==> config.mk <==
export PLATFORM = sky130hd
export DESIGN_NAME = i2c_multibyte_controller
export DESIGN_NICKNAME = d
export VERILOG_FILES = /design/src/rtl/i2c_multibyte_controller.sv
export SDC_FILE = /design/constraint.sdc
export NUM_CORES = 1
export LEC_CHECK = 0
export ABC_AREA = 1
export BUFFER_PORTS_ARGS = -buffer_cell sky130_fd_sc_hd__buf_2
export CAP_MARGIN = 30
export CELL_PAD_IN_SITES_DETAIL_PLACEMENT = 1
export CELL_PAD_IN_SITES_GLOBAL_PLACEMENT = 1
export CORE_MARGIN = 10
export CORE_UTILIZATION = 35
export CTS_CLUSTER_DIAMETER = 60
export DETAILED_ROUTE_END_ITERATION = 7
export GPL_ROUTABILITY_DRIVEN = 0
export GPL_TIMING_DRIVEN = 0
export PLACE_DENSITY = 0.73
export SYNTH_ARGS = -nofsm -noshare
export SYNTH_HDL_FRONTEND = slang
export SYNTH_SLANG_ARGS = --single-unit
==> constraint.sdc <==
create_clock -name clock -period 1.8 [get_ports clock]
set_input_delay 0 -clock clock [delete_from_list [all_inputs] [get_ports clock]]
set_output_delay 0 -clock clock [all_outputs]
set_load 0.005 [all_outputs]
==> src/rtl/i2c_multibyte_controller.sv <==
// I2C multi-byte transfer sequencer: START, address byte, N-1 data bytes with ACK slots, STOP, bus-free wait.
// Optional macro I2C_CTRL_ACK_CHECK_EN adds SDAIn/NackError and aborts a write transfer on slave NACK.
module i2c_multibyte_controller #(
  parameter int DATA_BITS       = 8,
  parameter int MAX_BYTES       = 4,
  parameter int BUS_FREE_CYCLES = 3,
  localparam int NB             = $clog2(MAX_BYTES + 1)
) (
  input  logic          clock,
  input  logic          Reset,
  input  logic          Go,
  input  logic          ClockI2C,
  input  logic [NB-1:0] NumBytes,
  input  logic          ReadMode,
`ifdef I2C_CTRL_ACK_CHECK_EN
  input  logic          SDAIn,
  output logic          NackError,
`endif
  output logic          WriteLoad,
  output logic          ReadorWrite,
  output logic          ShiftorHold,
  output logic          Select,
  output logic          BaudEnable,
  output logic          StartStopAck,
  output logic          Busy,
  output logic          Done
);

  // state | meaning
  // IDLE  | bus free, waiting for Go
  // START | SDA pulled low while SCL high
  // LOAD  | one cycle: load next TX byte, arm bit counter
  // XFER  | DATA_BITS data bits shifted out (write) or in (read)
  // ACK   | ninth clock: ACK/NACK slot
  // STOP  | SDA low, released while SCL high
  // WAIT  | bus-free time before Done
  localparam logic [2:0] IDLE  = 3'd0;
  localparam logic [2:0] START = 3'd1;
  localparam logic [2:0] LOAD  = 3'd2;
  localparam logic [2:0] XFER  = 3'd3;
  localparam logic [2:0] ACK   = 3'd4;
  localparam logic [2:0] STOP  = 3'd5;
  localparam logic [2:0] WAIT  = 3'd6;

  localparam int BW = $clog2(DATA_BITS + 1);
  localparam int WW = (BUS_FREE_CYCLES > 1) ? $clog2(BUS_FREE_CYCLES) : 1;

  logic [2:0]    state;
  logic [2:0]    sclSync;
  logic          negPulse, posPulse;
  logic [NB-1:0] numLat, byteCnt, effBytes;
  logic          readLat;
  logic [BW-1:0] bitCnt;
  logic [WW-1:0] waitCnt;
  logic          doneReg;
  logic          isRead, lastByte, stopNow;
  logic [NB:0]   byteNext;

  // SCL idles high, so the synchroniser resets high to avoid a false falling edge
  always_ff @(posedge clock or posedge Reset) begin
    if (Reset) begin
      sclSync  <= 3'b111;
      negPulse <= 1'b0;
      posPulse <= 1'b0;
    end else begin
      sclSync  <= {sclSync[1:0], ClockI2C};
      negPulse <= sclSync[2] & ~sclSync[1];
      posPulse <= ~sclSync[2] & sclSync[1];
    end
  end

  always_comb begin
    effBytes = NumBytes;
    if (NumBytes == '0)
      effBytes = NB'(1);
    else if (NumBytes > NB'(MAX_BYTES))
      effBytes = NB'(MAX_BYTES);
  end

  assign isRead   = readLat && (byteCnt != '0);
  assign byteNext = {1'b0, byteCnt} + 1'b1;
  assign lastByte = byteNext >= {1'b0, numLat};

`ifdef I2C_CTRL_ACK_CHECK_EN
  logic [1:0] sdaSync;
  always_ff @(posedge clock or posedge Reset) begin
    if (Reset) sdaSync <= 2'b11;
    else       sdaSync <= {sdaSync[0], SDAIn};
  end
  assign stopNow = lastByte || NackError;
`else
  assign stopNow = lastByte;
`endif

  always_ff @(posedge clock or posedge Reset) begin
    if (Reset) begin
      state   <= IDLE;
      numLat  <= '0;
      readLat <= 1'b0;
      byteCnt <= '0;
      bitCnt  <= '0;
      waitCnt <= '0;
      doneReg <= 1'b0;
`ifdef I2C_CTRL_ACK_CHECK_EN
      NackError <= 1'b0;
`endif
    end else begin
      doneReg <= 1'b0;
      case (state)
        IDLE: if (Go) begin
          numLat  <= effBytes;
          readLat <= ReadMode;
          byteCnt <= '0;
          state   <= START;
`ifdef I2C_CTRL_ACK_CHECK_EN
          NackError <= 1'b0;
`endif
        end
        START: if (negPulse) state <= LOAD;
        LOAD: begin
          bitCnt <= BW'(DATA_BITS);
          state  <= XFER;
        end
        XFER: begin
          if (ShiftorHold)
            bitCnt <= bitCnt - 1'b1;
          else if (bitCnt == '0 && negPulse)
            state <= ACK;
        end
        ACK: begin
`ifdef I2C_CTRL_ACK_CHECK_EN
          if (posPulse && !isRead && sdaSync[1]) NackError <= 1'b1;
`endif
          if (negPulse) begin
            byteCnt <= byteNext[NB-1:0];
            state   <= stopNow ? STOP : LOAD;
          end
        end
        STOP: if (posPulse) begin
          waitCnt <= WW'(BUS_FREE_CYCLES - 1);
          state   <= WAIT;
        end
        WAIT: begin
          if (waitCnt == '0) begin
            doneReg <= 1'b1;
            state   <= IDLE;
          end else begin
            waitCnt <= waitCnt - 1'b1;
          end
        end
        default: state <= IDLE;
      endcase
    end
  end

  always_comb begin
    WriteLoad    = 1'b0;
    ReadorWrite  = 1'b0;
    ShiftorHold  = 1'b0;
    Select       = 1'b1;
    BaudEnable   = 1'b0;
    StartStopAck = 1'b1;
    Busy         = (state != IDLE);
    Done         = doneReg;
    case (state)
      START: begin
        StartStopAck = 1'b0;
        BaudEnable   = 1'b1;
      end
      LOAD: begin
        WriteLoad    = ~isRead;
        ReadorWrite  = isRead;
        StartStopAck = isRead;
        BaudEnable   = 1'b1;
      end
      XFER: begin
        ReadorWrite  = isRead;
        Select       = isRead;
        BaudEnable   = 1'b1;
        ShiftorHold  = (bitCnt != '0) && (isRead ? posPulse : negPulse);
      end
      ACK: begin
        // reads ACK every byte except the last, which is NACKed
        ReadorWrite  = isRead;
        StartStopAck = isRead ? lastByte : 1'b1;
        BaudEnable   = 1'b1;
      end
      STOP: begin
        StartStopAck = 1'b0;
        BaudEnable   = 1'b1;
      end
      default: ;
    endcase
  end

endmodule

## Word level (Yosys, flattened, before mapping)

Index checks and enable logic that the tools add are counted.

- Shift-type cells: 0
- Order comparisons: 2
- Bitwise logic cells: 5
- Equality and inequality tests: 15
- $mul: 0
- Divide/modulo/power cells: 0
- Muxes and demuxes: 29
- Reductions and logical operators: 21
- Add/subtract/negate cells: 3

Operators with widths:

| kind | number |
|---|---|
| 3-bit two-way mux | 12 |
| 3-bit one-hot mux with 7 select lines | 1 |
| 2-bit != test (second input constant) | 9 |
| 3-bit equality test (second input constant) | 3 |
| 1-bit two-way mux | 9 |
| 4-bit one-hot mux with 2 select lines | 1 |
| 7-bit AND reduction | 1 |
| 3-bit by 2-bit equality test with 1-bit output (second input constant) | 2 |
| 3-bit zero test | 2 |
| 3-bit one-hot mux with 2 select lines | 1 |
| 3-bit AND reduction | 2 |
| 2-bit nonzero test | 3 |
| 3-bit nonzero test | 2 |
| 5-bit OR reduction | 1 |
| 3-bit by 1-bit adder with 4-bit output (second input constant) | 1 |
| 4-bit by 3-bit >= comparator with 1-bit output | 1 |
| 4-bit zero test | 1 |
| 2-bit two-way mux | 2 |
| 4-bit two-way mux | 1 |
| 2-bit one-hot mux with 2 select lines | 1 |
| 2-bit AND reduction | 2 |
| 4-bit nonzero test | 1 |
| 4-bit by 1-bit subtractor with 4-bit output (second input constant) | 1 |
| 3-bit by 1-bit equality test with 1-bit output (second input constant) | 1 |
| 9 further kinds | 14 |

- Latch bits: 0
- Flip-flop bits (word level): 22
- Memory bits (writable): 0
- Memories: 0
- Bits of input ports: 8
- ROM bits: 0
- Logic and storage cells: 85
- Output and inout port bits: 8

## Longest topological paths before layout

Gate-level depths: netlist (run 1).

- Depth in word-level cells: 7
- Mapped depth: 11
- Mapped depth without buffers: 11

## Least setup slack after synthesis (run 1)

No wires, ideal clock.

- Path type: flip-flop to flip-flop
- From: reg byteCnt[0]
- To: reg state[0]
- Stages on the path, launching flop included: 12
- Period minus slack after synthesis: 1.512 ns
- Library setup time: 0.116 ns
- Path slack: 0.288 ns
- Arrival: 1.396 ns
- Buffers on the path: 0
- Required time: 1.684 ns
- Cells stage by stage: dfrtp_1 -> inv_1 -> ha_1 -> ha_1 -> nand2_1 -> nand2_1 -> nand2_1 -> nand2_1 -> nand2_1 -> nand2_1 -> nand2_1 -> nand2_1

- Word-level cells in the longest chain between the ends: 7
- Elaborated cells on any way between the ends: 12
- Classes of those cells: add/sub (1); order compare (1); eq/ne (1); mux (5); reduce/logical (4)

RTL lines:

| element | RTL line | RTL |
|---|---|---|
| from (decl) | 51 | `logic [NB-1:0] numLat, byteCnt, effBytes;` |
| from (signal assigned) | 135 | `byteCnt <= byteNext[NB-1:0];` |
| branches (longest 7 deep; another with 3-bit by 1-bit adder with 4-bit output) | n/a |  |
| to (signal assigned) | 136 | `state <= stopNow ? STOP : LOAD;` |
| to (decl) | 48 | `logic [2:0] state;` |

Several ways; the timed one is not identified. The select of a mux whose other input is x is not followed.
A chain may end at the register's enable or synchronous reset.

## Worst setup path in the final report (run 1)

- From: reg byteCnt[0]
- To: out StartStopAck

- Word-level cells in the longest chain between the ends: 4
- Elaborated cells on any way between the ends: 6
- Classes of those cells: add/sub (1); order compare (1); mux (2); reduce/logical (2)

RTL lines:

| element | RTL line | RTL |
|---|---|---|
| 3-bit by 1-bit adder with 4-bit output or 3-bit nonzero test (tied branches) | 81, 80 |  |
| 4-bit by 3-bit >= comparator with 1-bit output or 1-bit logical AND (tied branches) | 82, 80 |  |
| 1-bit two-way mux | 185 | `StartStopAck = isRead ? lastByte : 1'b1;` |
| 1-bit one-hot mux with 3 select lines (*) | 165 | `case (state)` |
| to (decl) | 24 | `output logic StartStopAck,` |

Mark *: on every way between the ends. The rest lies on a longest branch, timed or not.

==> run metrics, run 1 <==
worst setup path category=flop to output port; violated checks=negative setup slack; Pleak=0.856 nW; core area=3660 sq um; DR WL/cell=between 10 and 15 microns; Worst Clk Skew=0.00398 ns; final non-filler cell total=approximately 250; Seq cells post-synth=22; Worst-Skew Late Latency=between 0.2 and 0.3 ns; largest net degree at the start of global routing=23; fraction of layout cells with a size suffix above 1=30.5%; DRC errors left=0; Final min period=1.82 ns; reg-to-reg critical path startpoint=byteCnt[0]; Syn-to-layout area delta=25.8%; first-pass GRT wire length=6.17 mm; Max Fanout on Critical Path=3; Min Hold Slack=0.00846 ns; sequential share of the synthesized area=a little over two fifths; post-synth top area share=35.7%; H-tree Lvls=1; setup ws final=-0.0154 ns; CTS tree=done; vias in the first global route=1298; Req. time, crit path=1.80 ns; DR vias=1156; Post-synth ARST share=100%; YS warnings=0; DR iter-0 viols=43; ant diodes=0; Final setup viols=1; Power Density=1390 nW/um^2; synthesized cell area=1330 sq um; CP startpoint=byteCnt[0]; Post-DP HPWL=2.65 mm; die area=6670 sq um; actual slew at the worst max-slew pin=~0.84 ns; max cap viols=0; Max Slew Vio Count=0; HP Class=input port to flop; Final Hold Fails=0; Die Height=81.7 microns; Tcrit/Tclk final=101%; CP arrival=1.82 ns; element type at the critical path start=flop; status=finished, violations left; Via density=4.72; Main synth FF type=dfrtp_1; gr ovfl total=0; top-level port count=16; clk buf depth=2; DP Cell Count=233; Synth cell types=28; top post-synthesis cells by area=dfrtp_1 36%, nand2_1 13%, inv_1 7.9%; Total GRT Usage=11.9%; Clock transition at path regs=about 0.08 ns; FMAX=551 MHz; Final #Nets=214; peak supply drop=0.655 mV; commonest non-fill, non-tap cell in the layout=nand2_1; Reg2Reg Depth=12; chip width=81.7 microns; Critical Path End=StartStopAck; commonest non-fill, non-tap cells in the layout=42 x nand2_1, 26 x inv_1, 17 x dfrtp_1, 15 x nand3_1, 15 x buf_2; root buffer cell=clkbuf_8; syn_nets=186; synthesized area per cell=approximately 8 sq um; Routed WL=3.54 mm; Initial Utilization=between 30 and 40%; final design utilization=45.8%; Pre-Repair DR Iteration Count=4; Yosys top cell by area=dfrtp_1; num rows=22; Slew headroom=43.7%; Placement Setup Slack=roughly 0.085 ns; Clock Sinks=22; RSZ-0062 raised after global routing=true; Post-synth EDFFs=0; final antenna-violating net count=0; FF-to-FF End=state[1]; cells after synthesis=170; internal reg-to-reg setup slack=0.03 ns; port bufs=15; number of buffers created by CTS=3; crit end category=output port; initial antenna violation count=0
-- power breakdown --
group | internal (mW) | switching (mW) | total (mW) | leakage (nW)
registers | 0.632 | 0.152 | 0.784 | 0.273
logic | 0.496 | 0.728 | 1.22 | 0.560
clock network | 0.158 | 0.167 | 0.326 | 0.0228
-- cells in the mapped netlist (2+ instances only) --
master / n
a21oi_1: 2
dfrtp_1: 19
dfstp_2: 3
ha_1: 8
inv_1: 28
inv_2: 7
nand2_1: 45
nand2_2: 3
nand3_1: 17
nand4_1: 3
nor2_1: 11
nor2_2: 2
nor2_4: 3
o21ai_0: 4
o21ai_2: 2
-- final cells by class --
class	count	area [sq um]
multi-input cells	113	732
repair buffers	23	145
fillers	458	1990
inverters	35	136
well taps	48	60.1
clock buffers	4	45.0
flip-flops and latches	22	557
-- through the flow --
step           area [sq um]  total power [mW]  TNS [ns]
3_5_place_dp           1470              1.87         0
2_1_floorplan          1330              1.55         0
4_1_cts                1630              2.31         0
3_3_place_gp           1470              1.80         0
5_1_grt                1680              2.59    -0.262
6_report               1680              2.33   -0.0154
-- sequential cells by signal, indices dropped and copies added, names as in the netlist --
register and count:
waitCnt 2, state 3, byteCnt 3, bitCnt 4, numLat 3, Done 1
negPulse 1, sclSync 3, readLat 1, posPulse 1
-- layer usage --
layer | global-route usage [%] | part of all wire, %
met1 | 13.4 | 45
met2 | 21.4 | 49
met3 | 2.84 | 4.0
met4 | 4.08 | 1.8
met5 | 0 | 0
-- logic make-up after synthesis --
logic type                 synth area share, %
AOI/OAI and AO/OA                         8.37
DFF                                       41.6
xor gates and xnor gates                  1.32
adders and majority gates                 7.52
buffers and inverters                     9.87
and+or+nand+nor                           31.3
-- critical path: stages, from the launching register on --
cell and delay, ns:
dfrtp_2 0.46, ha_4 0.19, xor2_4 0.16, ha_4 0.16, o21bai_1 0.14, inv_1 0.09
nand2_2 0.06, nand2_2 0.08, nand3_2 0.07, buf_2 0.13
-- timing repair --
item	4_1_cts	5_1_grt
setup endpoints to repair	1	5
setup buffers	4	0
pin swaps	4	4
endpoints found under the hold margin	22	0
resized for setup	9	10
hold buffers	4	0
-- how the worst min path moves through the flow --
stage | startpoint | end | slack [ns] | depth (start not counted)
floorplan | Reset | Done | -0.01 | 1
global placement | ClockI2C | sclSync[0] | 0.11 | 1
detailed placement | ClockI2C | sclSync[0] | 0.11 | 1
CTS | NumBytes[2] | numLat[0] | 0.003 | 3
global route | NumBytes[2] | numLat[0] | 0.02 | 3
finish | NumBytes[2] | numLat[0] | 0.008 | 3
Note: power is estimated with default switching activity, not from simulation.
==> inputs of run 2 (changes only) <==
--- a/config.mk
+++ b/config.mk
@@ -11,12 +11,12 @@
 export CELL_PAD_IN_SITES_DETAIL_PLACEMENT = 1
 export CELL_PAD_IN_SITES_GLOBAL_PLACEMENT = 1
 export CORE_MARGIN = 10
-export CORE_UTILIZATION = 35
+export CORE_UTILIZATION = 42
 export CTS_CLUSTER_DIAMETER = 60
 export DETAILED_ROUTE_END_ITERATION = 7
 export GPL_ROUTABILITY_DRIVEN = 0
 export GPL_TIMING_DRIVEN = 0
-export PLACE_DENSITY = 0.73
+export PLACE_DENSITY = 0.84
 export SYNTH_ARGS = -nofsm -noshare
 export SYNTH_HDL_FRONTEND = slang
 export SYNTH_SLANG_ARGS = --single-unit
==> run metrics, run 2 (synthesis results as in run 1) <==
Via density=5.00; vias in the first global route=1379; DR vias=1241; Final setup viols=3; Clock transition at path regs=0.14 ns; commonest non-fill, non-tap cells in the layout=35 x nand2_1, 26 x inv_1, 18 x dfrtp_1, 15 x nand3_1, 14 x buf_2; Final Hold Fails=0; clk buf depth=2; num rows=20; chip width=76.3 microns; first-pass GRT wire length=6.27 mm; Final #Nets=220; CP arrival=1.93 ns; Worst Clk Skew=0.0103 ns; Max Fanout on Critical Path=3; Syn-to-layout area delta=30.5%; Layout fillers=between 300 and 400; Req. time, crit path=1.80 ns; Pre-Repair DR Iteration Count=4; root buffer cell=clkbuf_4; RSZ-0062 raised after global routing=true; violated checks=negative setup slack; commonest non-fill, non-tap cell in the layout=nand2_1; setup ws final=-0.134 ns; peak supply drop=0.646 mV; FMAX=517 MHz; total chip power=roughly 2.4 mW; final instance area=1740 sq um; Pleak=0.885 nW; element type at the critical path start=flop; Power Density=about 1400 nW/um^2; Initial Utilization=43.6%; DR iter-0 viols=53; number of buffers created by CTS=3; DP Cell Count=between 200 and 250; DRC errors left=0; worst setup path category=flop to output port; top-level port count=16; status=finished, violations left; CTS tree=done; setup TNS=-0.246 ns; max cap viols=0; crit end category=output port; Die Height=76.3 microns; Post-DP HPWL=2.63 mm; Clock Sinks=22; Max Slew Vio Count=0; Final min period=slightly below 2 ns; final non-filler cell total=248; H-tree Lvls=1; Worst-Skew Late Latency=roughly 0.32 ns; largest net degree at the start of global routing=23; gr ovfl total=0; initial antenna violation count=1; port bufs=15; Placement Setup Slack=0.0225 ns; core area=just over 3000 sq um; die area=5820 sq um; final antenna-violating net count=0; placed cell areas=about 1500 sq um; Total GRT Usage=12.9%; Tcrit/Tclk final=107%; number of flip-flops in the largest register=4; DR WL/cell=15.5 microns; Slew headroom=41.8%; Routed WL=3.84 mm; Most flops, register=bitCnt; fraction of layout cells with a size suffix above 1=35.0%; actual slew at the worst max-slew pin=0.873 ns; HP Class=input port to flop
-- run 2: through the flow --
step,util (%),hold WS [ns]
floorplan,-,-0.0130
finish,56.9,0.0748
CTS,53.9,0.0744
global placement,47.9,0.107
global route,56.9,0.102
detailed placement,47.9,0.107
-- run 2: worst paths after layout --
| check | from | end | slack (ns) | cells after the start |
|---|---|---|---|---|
| max reg2reg | byteCnt[0] | state[2] | -0.06 | 12 |
| min | Go | readLat | 0.07 | 5 |
| min in group asynchronous | Reset | readLat | 0.39 | 3 |
| min reg2reg | sclSync[0] | sclSync[1] | 0.38 | 0 |
| max in group asynchronous | Reset | state[2] | 0.82 | 3 |
| max | byteCnt[0] | StartStopAck | -0.13 | 9 |
-- run 2: critical path, stage by stage, from the launching register on --
cell and delay, ns:
dfrtp_1 0.45, ha_2 0.24, xor2_4 0.17, ha_4 0.17
o21bai_1 0.14, inv_1 0.10, nand2_2 0.06, nand2_2 0.07
nand3_2 0.09, buf_6 0.13
-- run 2: routing by layer --
metal / GRT usage, % / part of all wire (%) / vias to the layer above
met2: 22.1 / 50 / 34
met4: 7.25 / 1.7 / 0
met5: 0 / 0 / -
met1: 14.5 / 45 / 600
li1: - / - / 598
met3: 2.48 / 3.7 / 9
-- run 2: where the power goes --
| group | total [mW] | switching [mW] | internal (mW) |
|---|---|---|---|
| clock network | 0.286 | 0.162 | 0.124 |
| logic | 1.38 | 0.818 | 0.560 |
| registers | 0.779 | 0.148 | 0.631 |
-- run 2: cell type report --
type | count | area [sq um] | share of cell area, %
Multi-Input combinational cell | 113 | 752 | 43.3
Sequential cell | 22 | 556 | 32.0
Timing Repair Buffer | 29 | 201 | 11.6
Inverter | 35 | 134 | 7.71
Tap cell | 44 | 55.1 | 3.17
Clock buffer | 4 | 36.3 | 2.09
Antenna cell | 1 | 2.50 | 0.144
-- run 2: what timing repair did --
item | in CTS | in global routing
setup buffers | 3 | 5
hold buffers | 6 | 0
pin swaps | 1 | 10
endpoints found under the setup margin | 3 | 4
gates resized for setup | 12 | 15
endpoints found under the hold margin | 23 | 0
==> inputs of run 3 (changes only) <==
==> constraint.sdc (replaced) <==
create_clock -name clock -period 1.8 [get_ports clock]
set_input_delay 0.18 -clock clock [delete_from_list [all_inputs] [get_ports clock]]
set_output_delay 0.18 -clock clock [all_outputs]
set_load 0.005 [all_outputs]
==> run metrics, run 3 (synthesis results as in run 1) <==
status=finished, violations left; violated checks=negative setup slack; DR WL/cell=17.9 microns; FMAX=473 MHz; Initial Utilization=43.6%; port bufs=15; setup ws final=-0.314 ns; number of buffers created by CTS=3; Clock Sinks=22; Final setup viols=5; Pre-Repair DR Iteration Count=4; clk buf depth=2; first-pass GRT wire length=6.15 mm; Total GRT Usage=12.6%; H-tree Lvls=1; final design utilization=about three fifths; Most flops, register=bitCnt; CTS tree=done; crit end category=output port; Post-DP HPWL=2.63 mm; Final Hold Fails=0; Max Slew Vio Count=0; Slew headroom=43.4%; number of flip-flops in the largest register=4; RSZ-0062 raised after global routing=true; die area=5820 sq um; root buffer cell=clkbuf_4; Die Height=roughly 76 microns; multi-input combinational cell area=782 sq um; Min Hold Slack=0.0122 ns; Routed WL=around 4.5 mm; final instance area=1810 sq um; commonest non-fill, non-tap cell in the layout=nand2_1; ant diodes=0; element type at the critical path start=flop; crit path max-delay cell type=dfrtp_1; internal reg-to-reg setup slack=-0.06 ns; DR vias=~1300; Worst Clk Skew=0.00503 ns; setup TNS=-0.485 ns; gr ovfl total=0; peak supply drop=0.527 mV; Req. time, crit path=1.62 ns; HP Class=input port to asynchronous set/reset pin; Max stage delay on crit path=0.47 ns; placed cell areas=1460 sq um; final antenna-violating net count=0; num rows=20; vias in the first global route=~1400; fraction of layout cells with a size suffix above 1=43.5%; Max Fanout on Critical Path=3; delay-heaviest family, CP=flip-flops; Critical Path, Cell by Cell=ha_4 -> xor2_4 -> ha_4 -> o21bai_1 -> inv_1 -> nand2_2 -> nand2_2 -> nand3_2 -> buf_6; total chip power=roughly 2.6 mW; Pleak=slightly above 0.9 nW; Worst-Skew Late Latency=0.32 ns; largest net degree at the start of global routing=23; Via density=around 5.2; Final #Nets=between 200 and 250; Power Density=~1500 nW/um^2; Tcrit/Tclk final=117%; actual slew at the worst max-slew pin=between 0.8 and 0.9 ns; chip width=76.3 microns; Reg area=559 sq um; max cap viols=0; Syn-to-layout area delta=35.7%; CP arrival=1.93 ns; initial antenna violation count=0; core area=3050 sq um; worst setup path category=flop to output port; crit path buf inv count=2; DRC errors left=0; top-level port count=16; DR iter-0 viols=85; commonest non-fill, non-tap cells in the layout=32 x nand2_1, 25 x inv_1, 18 x buf_4; Final min period=2.11 ns; Layout fillers=371; Clock transition at path regs=0.13 ns
==> run 3: per-layer routing <==
layer,up-vias,GRT usage [%],part of all wire [%]
met5,-,0,0
met4,0,6.13,3.0
met3,14,2.71,3.5
met2,38,21.7,53
met1,660,14.3,41
li1,608,-,-
==> run 3: where the power goes <==
group | leakage, nW | switching (mW) | internal, mW
registers | 0.271 | 0.150 | 0.637
clock network | 0.0210 | 0.163 | 0.124
logic | 0.628 | 0.917 | 0.631
==> run 3: through the flow <==
| stage | std cells | worst slack, ns |
|---|---|---|
| finish | 253 | -0.314 |
| global route | 253 | -0.386 |
| CTS | 238 | -0.220 |
| detailed placement | 229 | -0.0892 |
| global placement | 229 | 0.0143 |
| floorplan | 170 | 0.266 |
==> run 3: worst paths after layout <==
check	from	end	cells after the start
max reg2reg	byteCnt[1]	state[2]	13
max in group asynchronous	Reset	byteCnt[0]	2
min in group clock	ReadMode	readLat	3
max	byteCnt[1]	StartStopAck	9
min reg2reg	sclSync[0]	sclSync[1]	0
min	Reset	negPulse	2
==> run 3: cell type report <==
| cell class | count | share of cell area (%) |
|---|---|---|
| timing repair buffer | 35 | 13.2 |
| sequential | 22 | 31.0 |
| clock buffer | 4 | 2.01 |
| tap | 44 | 3.05 |
| inverter | 35 | 7.55 |
| multi-input combinational | 113 | 43.3 |
==> run 3: timing repair <==
item,4_1_cts,5_1_grt
hold endpoints to repair,1,0
endpoints found under the setup margin,4,5
hold buffers,1,0
pin swaps,1,7
buffers inserted,4,15
gates resized for setup,17,24
==> run 3: worst register-to-register path, cell delays in order, from the launching register on <==
cell	delay, ns
dfrtp_1	0.47
inv_2	0.09
ha_4	0.26
ha_4	0.27
nand2_2	0.05
nand2_2	0.07
nand2_2	0.07
nand2_2	0.07
nand2_2	0.07
buf_4	0.14
buf_6	0.11
nand2_4	0.05
nand2_2	0.05
nand2_2	0.07
